`config.mk`:
```
export PLATFORM = sky130hd
export DESIGN_NAME = target_hit_detector
export DESIGN_NICKNAME = d
export VERILOG_FILES = /design/src/rtl/game_pkg.sv /design/src/rtl/hit_box_compare.sv /design/src/rtl/target_hit_detector.sv
export SDC_FILE = /design/constraint.sdc
export NUM_CORES = 1
export LEC_CHECK = 0
export CAP_MARGIN = 15
export CORE_MARGIN = 4
export CORE_UTILIZATION = 34
export CTS_CLUSTER_SIZE = 8
export DETAILED_ROUTE_END_ITERATION = 12
export GPL_TIMING_DRIVEN = 0
export SYNTH_ARGS = -nofsm -noshare
export SYNTH_HDL_FRONTEND = slang
export SYNTH_SLANG_ARGS = --single-unit
export TNS_END_PERCENT = 50
```
`constraint.sdc`:
```
create_clock -name frame_clk -period 6.9 [get_ports frame_clk]
set_input_delay 1.725 -clock frame_clk [delete_from_list [all_inputs] [get_ports frame_clk]]
set_output_delay 1.725 -clock frame_clk [all_outputs]
set_load 0.01 [all_outputs]
```
`src/rtl/game_pkg.sv`:
```
// Shared game types and constants: screen geometry, coordinate type,
// hit-detector state encoding and a helper for unsigned coordinate distance.
package game_pkg;

  localparam int SCREEN_W = 640;
  localparam int SCREEN_H = 480;

  typedef logic [9:0] coord_t;

  typedef enum logic [1:0] {
    ALIVE  = 2'd0,
    INVULN = 2'd1,
    DEAD   = 2'd2
  } hit_state_t;

  // |a - b| widened to 11 bits so the distance never wraps
  function automatic logic [10:0] abs_diff(input coord_t a, input coord_t b);
    logic [10:0] wa;
    logic [10:0] wb;
    wa = {1'b0, a};
    wb = {1'b0, b};
    return (wa >= wb) ? (wa - wb) : (wb - wa);
  endfunction

endpackage

```
`src/rtl/hit_box_compare.sv`:
```
// Combinational box-overlap test between two centre points. The reach values
// are the summed half sizes of both objects; edges count as overlapping.
// Kept generic so wall collision tests can reuse it.
module hit_box_compare
  import game_pkg::*;
(
  input  coord_t      ax,
  input  coord_t      ay,
  input  coord_t      bx,
  input  coord_t      by,
  input  logic [10:0] reach_x,
  input  logic [10:0] reach_y,
  input  logic        active,
  output logic        overlap
);

  logic [10:0] dx;
  logic [10:0] dy;

  // distance along each axis, compared inclusively against the reach
  always_comb begin
    dx      = abs_diff(ax, bx);
    dy      = abs_diff(ay, by);
    overlap = active && (dx <= reach_x) && (dy <= reach_y);
  end

endmodule

```
`src/rtl/target_hit_detector.sv`:
```
// Target hit detector: tests the bullet against the target hit box once per
// frame, records hits, tracks health, drives the bullet retire handshake and
// the invulnerability blink.
// Optional build macro HIT_REGEN_EN: slow health regeneration while ALIVE.
//
//  state  | meaning
//  -------+-----------------------------------------------------------
//  ALIVE  | target can be hit; regen counts here when enabled
//  INVULN | post-hit window, overlaps ignored, sprite blinks
//  DEAD   | health exhausted; waits for new_round
module target_hit_detector
  import game_pkg::*;
#(
  parameter int HEALTH_MAX    = 5,
  parameter int HIT_HALF_W    = 8,
  parameter int HIT_HALF_H    = 12,
  parameter int BULLET_SIZE   = 3,
  parameter int INVULN_FRAMES = 60,
`ifdef HIT_REGEN_EN
  parameter int BLINK_PERIOD  = 8,
  parameter int REGEN_FRAMES  = 300
`else
  parameter int BLINK_PERIOD  = 8
`endif
)(
  input  logic       frame_clk,
  input  logic       Reset,
  input  coord_t     TargetX,
  input  coord_t     TargetY,
  input  coord_t     BulletX,
  input  coord_t     BulletY,
  input  logic       bullet_active,
  input  logic       new_round,
  output logic       bullet_clear,
  output logic       hit_pulse,
  output logic [3:0] health,
  output logic       blink,
  output logic       dead
);

  localparam int          CNT_W    = $clog2(INVULN_FRAMES + 1);
  localparam logic [3:0]  HMAX     = 4'(HEALTH_MAX);
  localparam logic [10:0] REACH_X  = 11'(HIT_HALF_W + BULLET_SIZE);
  localparam logic [10:0] REACH_Y  = 11'(HIT_HALF_H + BULLET_SIZE);
  localparam logic [CNT_W-1:0] INV_LAST = CNT_W'(INVULN_FRAMES - 1);

`ifdef HIT_REGEN_EN
  localparam int RCNT_W = $clog2(REGEN_FRAMES + 1);
  localparam logic [RCNT_W-1:0] REGEN_LAST = RCNT_W'(REGEN_FRAMES - 1);
  logic [RCNT_W-1:0] regen_cnt;
`endif

  hit_state_t       state;
  logic [CNT_W-1:0] inv_cnt;
  logic             overlap;
  logic             hit_cond;
  logic             blink_tick;

  hit_box_compare u_hit_box (
    .ax      (BulletX),
    .ay      (BulletY),
    .bx      (TargetX),
    .by      (TargetY),
    .reach_x (REACH_X),
    .reach_y (REACH_Y),
    .active  (bullet_active),
    .overlap (overlap)
  );

  // a hit needs a live target and no retire request still outstanding
  always_comb begin
    hit_cond   = overlap && (state == ALIVE) && !bullet_clear;
    blink_tick = ((32'(inv_cnt) % BLINK_PERIOD) == (BLINK_PERIOD - 1));
  end

  // state machine, health, invulnerability timer and retire handshake
  always_ff @(posedge frame_clk or posedge Reset) begin
    if (Reset) begin
      state        <= ALIVE;
      health       <= HMAX;
      inv_cnt      <= '0;
      bullet_clear <= 1'b0;
      hit_pulse    <= 1'b0;
      blink        <= 1'b0;
      dead         <= 1'b0;
`ifdef HIT_REGEN_EN
      regen_cnt    <= '0;
`endif
    end else begin
      hit_pulse <= 1'b0;
`ifdef HIT_REGEN_EN
      regen_cnt <= '0;
`endif
      // the bullet block acknowledges retirement by dropping bullet_active
      if (bullet_clear && !bullet_active)
        bullet_clear <= 1'b0;

      if (new_round) begin
        // a round restart overrides any hit sampled in the same frame
        state   <= ALIVE;
        health  <= HMAX;
        inv_cnt <= '0;
        blink   <= 1'b0;
        dead    <= 1'b0;
      end else begin
        case (state)
          ALIVE: begin
            if (hit_cond) begin
              hit_pulse    <= 1'b1;
              bullet_clear <= 1'b1;
              inv_cnt      <= '0;
              if (health <= 4'd1) begin
                health <= 4'd0;
                state  <= DEAD;
                dead   <= 1'b1;
                blink  <= 1'b0;
              end else begin
                health <= health - 4'd1;
                state  <= INVULN;
              end
            end
`ifdef HIT_REGEN_EN
            else if (health < HMAX) begin
              if (regen_cnt == REGEN_LAST) begin
                health    <= health + 4'd1;
                regen_cnt <= '0;
              end else begin
                regen_cnt <= regen_cnt + 1'b1;
              end
            end
`endif
          end
          INVULN: begin
            if (inv_cnt == INV_LAST) begin
              state   <= ALIVE;
              inv_cnt <= '0;
              blink   <= 1'b0;
            end else begin
              inv_cnt <= inv_cnt + 1'b1;
              if (blink_tick)
                blink <= ~blink;
            end
          end
          DEAD: begin
            dead  <= 1'b1;
            blink <= 1'b0;
          end
          default: begin
            state <= ALIVE;
          end
        endcase
      end
    end
  end

endmodule

```
==> results.py, run 1 <==
metrics = {
    "yosys": {
        "yosys.area.top_type": "ha_1",
        "async_flop_share": 1.000,
        "postSynthCellCount": 435,
        "synth_cell_types": 65,
        "yosysSeqAreaShare": 0.1277,
        "yosysTopAreaCellShare": 0.1864,
        "synth-warning-count": 0,
        "synth_area_leaders": "ha_1 19%, dfrtp_1 11%, inv_1 7.9%",
        "synthesis.area_um2": 3154,
        "synth-seq-cells": 16,
        "syn_nets": 530,
        "syn_area_per_cell_um2": 7.251,
        "synth_flop_cell": "dfrtp_1",
        "synth_edf_count": 0,
    },
    "drt": {
        "antenna_left": 0,
        "num_vias": 3245,
        "drt-total-wl_mm": 7.892,
        "route.detailed.drc": 0,
        "wl_per_cell_um": 13.20,
        "drt_iter0_drc": 148,
        "first_pass_iters": 4,
        "vias_per_cell": 5.426,
    },
    "outcome": {
        "status": "finished clean",
    },
    "floorplan": {
        "row_count": 34,
        "core-area_um2": 8891,
        "dieArea_um2": 10880,
        "die_x_um": 104.3,
        "io_pins": 52,
        "die_y_um": 104.3,
        "initial_core_util": 0.3548,
    },
    "cts": {
        "clkSinkCount": 16,
        "clock_latency_ns": 0.25,
        "root_buffer": "clkbuf_8",
        "h-tree-depth": 1,
        "cts_buffer_depth": 2,
        "cts_tree": "done",
        "cts_buffers": 3,
        "post_cts_buffers": 0,
        "clk_pin_slew_ns": 0.07,
        "cts_hold_buf": 0,
        "cts_resized": 0,
    },
    "setup_path": {
        "arrival_ns": 5.36,
        "crit_required_ns": 7.04,
        "crit_fanout": 10,
        "endpoint_kind": "flip-flop",
        "start_kind": "input port",
        "crit_type": "in -> reg",
    },
    "power": {
        "peakVddDrop_mv": 0.07645,
        "leakage_nw": 1.821,
        "p_per_area_nw_per_um2": 100.5,
    },
    "grt": {
        "grt_pass1_vias": 3006,
        "grt_pass1_wl_mm": 13.63,
        "grt_max_degree": 17,
        "grt-ovfl-total": 0,
        "antenna_found_initial": 0,
        "track_usage": 0.1415,
    },
    "layout": {
        "nets": 586,
        "diodes": 0,
        "layout_common_cells": "66 x inv_1, 51 x clkdlybuf4s50_1, 47 x ha_1",
        "drive_above_1_share": 0.04490,
        "syn_to_final_growth_pct": 21.90,
        "final_common_cell": "inv_1",
    },
    "job": {
        "drv_cap": 0,
    },
    "sta": {
        "finalMaxSlewViolations": 0,
        "rsz0062_at_grt": "no",
        "hold_slack_ns": 0.5099,
        "tns_ns": 0,
        "finClkSkew_ns": 0.002343,
        "period_needed_ns": 5.218,
        "fin_crit_sh": 0.7562,
        "tightest_slew_ns": 0.7710,
        "fmax_mhz": 191.7,
        "setup_viol": 0,
        "hold_viol_final": 0,
        "max_slew_margin": 0.4829,
    },
    "placed_design": {
        "io_buffers": 51,
        "dp_hpwl_mm": 6.503,
        "gp_congestion": 0.8790,
    },
    "worst_hold_path": {
        "hp-class": "reg -> reg",
    },
}
critical path, stage by stage:
cell and delay (ns):
clkdlybuf4s50_1 0.53, inv_1 0.10, ha_1 0.31, nor2b_1 0.14
o31ai_1 0.55, a211oi_1 0.34, or3_1 0.43, and3_1 0.19
o21ba_1 0.18, o2111ai_1 0.08, buf_2 0.27, nand2_1 0.17
mux2_2 0.33
Yosys cell counts (2+ instances only):
library cell / number
buf_2: 5
nor2_1: 32
o211ai_1: 6
fa_1: 4
o21bai_1: 3
xnor2_1: 5
or3_1: 4
o311ai_0: 3
a211oi_1: 5
o31ai_1: 3
nand2b_1: 6
ha_1: 47
nor3_1: 9
nand2_1: 21
mux2_2: 4
a21oi_1: 32
nand4_1: 4
inv_1: 66
dfrtp_1: 14
a31o_2: 2
and3_1: 13
or4_1: 4
a221oi_1: 2
a221o_1: 4
o21a_1: 4
clkbuf_1: 9
o21ai_0: 22
o22ai_1: 5
a21o_1: 14
nor2b_1: 11
nand3_1: 24
dfstp_2: 2
xor2_1: 3
a31oi_1: 11
and2_1: 2
logic make-up (layout without fill, tap and decap cells):
group,after synthesis,in the layout,share of synthesized area
xor+xnor,8,8,0.02221
buf+inv,82,137,0.1019
fa+ha+maj,51,51,0.2118
flops,16,16,0.1277
mux,7,7,0.02578
compound gates,135,135,0.2884
simple gates,136,136,0.2221
final cells by class:
type                       count  area (µm²)
sequential                    16       402.9
fill                         925        5046
clock buffer                   4       45.04
tap                          108       135.1
buffer                        16       73.82
timing repair buffer          51       510.5
multi-input combinational    337        2430
inverter                      66       247.7
path summary, 6_finish.rpt:
path / from / end / cells after the start / slack (ns)
setup / recovery: TargetY[1] / inv_cnt[0]$_DFFE_PP0P_ / 13 / 1.68
hold / removal: inv_cnt[5]$_DFFE_PP0P_ / inv_cnt[5]$_DFFE_PP0P_ / 1 / 0.51
setup reg to reg: state[0]$_DFFE_PP0P_ / inv_cnt[0]$_DFFE_PP0P_ / 11 / 4.00
hold reg to reg: inv_cnt[5]$_DFFE_PP0P_ / inv_cnt[5]$_DFFE_PP0P_ / 1 / 0.51
max in group asynchronous: Reset / state[0]$_DFFE_PP0P_ / 2 / 4.63
min in group asynchronous: Reset / inv_cnt[4]$_DFFE_PP0P_ / 2 / 1.86
routing by layer:
metal	up-vias	track usage	wire [µm]	share of wire
li1	1662	-	-	-
met1	1503	0.1989	3829	0.49
met2	72	0.2385	3676	0.47
met3	8	0.01117	313	0.040
met4	0	0.02469	73	0.0092
met5	-	0	0	0
power by group:
group	internal [mW]	switching, mW	leakage [nW]
registers	0.0938	0.00000330	0.217
logic	0.0977	0.120	1.58
clock network	0.0409	0.0338	0.0228
total	0.232	0.154	1.82
flip-flops by register name (all words and copies together) (netlist names):
name	cells
bullet_clear	1
dead	1
health	4
state	2
inv_cnt	6
hit_pulse	1
blink	1
stage by stage:
stage,setup WS [ns],utilization,total power [mW],std cells,cell area (µm²)
final,1.682,0.4325,0.3863,598,3845
after global routing,1.322,0.4325,0.4196,598,3845
after CTS,1.696,0.4325,0.3875,598,3845
after floorplan,2.268,-,0.2463,435,3154
after detailed placement,1.431,0.4274,0.3119,594,3800
after global placement,1.437,0.4274,0.3086,594,3800
Note: power is estimated with default switching activity, not from simulation.
==> run 2, diff against run 1 <==
==> constraint.sdc (replaced) <==
create_clock -name frame_clk -period 5.3 [get_ports frame_clk]
set_input_delay 1.325 -clock frame_clk [delete_from_list [all_inputs] [get_ports frame_clk]]
set_output_delay 1.325 -clock frame_clk [all_outputs]
set_load 0.01 [all_outputs]
==> results of run 2 <==
Same layout as run 1 (identical final DEF). Status: finished clean.
Main changes from that run: setup slack after placement 1.431 ns -> 0.2310 ns; setup slack after layout 1.682 ns -> 0.4822 ns; register-to-register setup slack 4.00 ns -> 2.40 ns; total power 0.3863 mW -> 0.5029 mW; worst IR drop on VDD 0.07645 mV -> 0.09953 mV
==> run 3, diff against run 2 <==
--- a/config.mk
+++ b/config.mk
@@ -7,10 +7,12 @@
 export LEC_CHECK = 0
 export CAP_MARGIN = 15
 export CORE_MARGIN = 4
-export CORE_UTILIZATION = 34
+export CORE_UTILIZATION = 55
 export CTS_CLUSTER_SIZE = 8
 export DETAILED_ROUTE_END_ITERATION = 12
+export GPL_ROUTABILITY_DRIVEN = 0
 export GPL_TIMING_DRIVEN = 0
+export PLACE_DENSITY = 0.82
 export SYNTH_ARGS = -nofsm -noshare
 export SYNTH_HDL_FRONTEND = slang
 export SYNTH_SLANG_ARGS = --single-unit
==> results.py, run 3 (same netlist as run 1, synthesis figures left out) <==
metrics = {
    "grt": {
        "grt-ovfl-total": 0,
        "antenna_found_initial": 0,
        "track_usage": 0.2036,
        "grt_max_degree": 17,
        "grt_pass1_vias": 3033,
        "grt_pass1_wl_mm": 12.70,
    },
    "sta": {
        "max_slew_margin": 0.4973,
        "fin_crit_sh": 0.8987,
        "setup_viol": 0,
        "period_needed_ns": 4.763,
        "tns_ns": 0,
        "finalMaxSlewViolations": 0,
        "hold_viol_final": 0,
        "finClkSkew_ns": 0.003133,
        "rsz0062_at_grt": "no",
        "fmax_mhz": 210.0,
        "tightest_slew_ns": 0.7496,
    },
    "cts": {
        "cts_buffers": 3,
        "cts_tree": "done",
        "h-tree-depth": 1,
        "post_cts_buffers": 0,
        "clk_pin_slew_ns": 0.07,
        "clock_latency_ns": 0.25,
        "root_buffer": "clkbuf_8",
        "cts_resized": 0,
        "clkSinkCount": 16,
        "cts_buffer_depth": 2,
        "cts_hold_buf": 0,
    },
    "layout": {
        "ff_latch_area_um2": 402.9,
        "largest_register_ff_count": 6,
        "multi_input_area_um2": 2430,
        "nets": 586,
        "nFillCells": 484,
        "layout_common_cells": "66 x inv_1, 51 x clkdlybuf4s50_1, 47 x ha_1",
        "diodes": 0,
        "largest_register": "inv_cnt",
        "drive_above_1_share": 0.04694,
        "final_area_um2": 3810,
        "top_regs": "inv_cnt x6, health x4, state x2",
        "syn_to_final_growth_pct": 20.79,
        "final_common_cell": "inv_1",
    },
    "setup_path": {
        "crit_required_ns": 5.44,
        "arrival_ns": 4.90,
        "start_kind": "input port",
        "r2r_end": "inv_cnt[0]$_DFFE_PP0P_",
        "rr_worst_depth": 11,
        "endpoint_kind": "flip-flop",
        "r2r-start": "state[0]$_DFFE_PP0P_",
        "crit_type": "in -> reg",
        "crit_fanout": 10,
        "reg2reg_slack_ns": 2.52,
    },
    "drt": {
        "first_pass_iters": 5,
        "antenna_left": 0,
        "wl_per_cell_um": 13.23,
        "drt-total-wl_mm": 7.438,
        "route.detailed.drc": 0,
        "num_vias": 3311,
        "drt_iter0_drc": 187,
        "vias_per_cell": 5.891,
    },
    "floorplan": {
        "core-area_um2": 5540,
        "dieArea_um2": 7011,
        "row_count": 27,
        "die_y_um": 83.73,
        "io_pins": 52,
        "initial_core_util": 0.5693,
        "die_x_um": 83.73,
    },
    "worst_hold_path": {
        "hold_end": "inv_cnt[5]$_DFFE_PP0P_",
        "hp-class": "reg -> reg",
        "hold_depth": 1,
        "hp-start": "inv_cnt[5]$_DFFE_PP0P_",
    },
    "job": {
        "drv_cap": 0,
    },
    "placed_design": {
        "placed_area_um2": 3755,
        "io_buffers": 51,
        "dp_hpwl_mm": 6.062,
    },
    "power": {
        "p_per_area_nw_per_um2": 135.2,
        "leakage_nw": 1.827,
        "peakVddDrop_mv": 0.08151,
    },
    "outcome": {
        "status": "finished clean",
    },
}
## run 3: cell types whose count changed in the layout (fill, tap and decap cells not counted)
cell	change
clkbuf_8	+1
clkbuf_1	-1
## run 3: layer usage
layer,part of all wire,track usage,up-vias
met3,0.054,0.01876,10
met1,0.46,0.2639,1524
met2,0.48,0.3651,113
met5,0,0,-
met4,0.0097,0.04240,0
li1,-,-,1664
## run 3: worst max-delay path by stage
stage	from	endpoint	slack, ns
after detailed placement	TargetY[0]	inv_cnt[0]$_DFFE_PP0P_	0.29
after global placement	TargetY[1]	inv_cnt[0]$_DFFE_PP0P_	0.29
after CTS	TargetY[0]	inv_cnt[0]$_DFFE_PP0P_	0.55
after floorplan	BulletX[0]	health[3]$_DFFE_PP0P_	1.07
after global routing	TargetY[1]	inv_cnt[0]$_DFFE_PP0P_	0.27
final	TargetY[1]	inv_cnt[0]$_DFFE_PP0P_	0.54
## run 3: through the flow
| step | util | power [mW] | hold WS [ns] | std cells | worst slack, ns |
|---|---|---|---|---|---|
| final | 0.6877 | 0.5151 | 0.5128 | 562 | 0.5370 |
| after global routing | 0.6877 | 0.5527 | 0.5271 | 562 | 0.2692 |
| after CTS | 0.6877 | 0.5118 | 0.5147 | 562 | 0.5473 |
| after detailed placement | 0.6777 | 0.4017 | 0.4988 | 558 | 0.2851 |
| after global placement | 0.6777 | 0.3952 | 0.4856 | 558 | 0.2909 |
| after floorplan | - | 0.3207 | 0.4699 | 435 | 1.068 |
## run 3: power breakdown
group | switching (mW) | internal (mW)
registers | 0.00000428 | 0.122
clock network | 0.0443 | 0.0660
logic | 0.156 | 0.127
total | 0.200 | 0.315
## run 3: cell type report
cell class,instances,share of cell area
flip-flops and latches,16,0.1057
well taps,72,0.02365
multi-input cells,337,0.6378
plain buffers,16,0.01938
repair buffers,51,0.1340
clock buffers,4,0.01445
inverters,66,0.06502
## run 3: critical path: stages
cell and delay (ns):
clkdlybuf4s50_1 0.53, inv_1 0.10, ha_1 0.31, nor2b_1 0.14, o31ai_1 0.54, a211oi_1 0.33, or3_1 0.43, and3_1 0.19
o21ba_1 0.18, o2111ai_1 0.08, buf_2 0.26, nand2_1 0.16, mux2_2 0.32
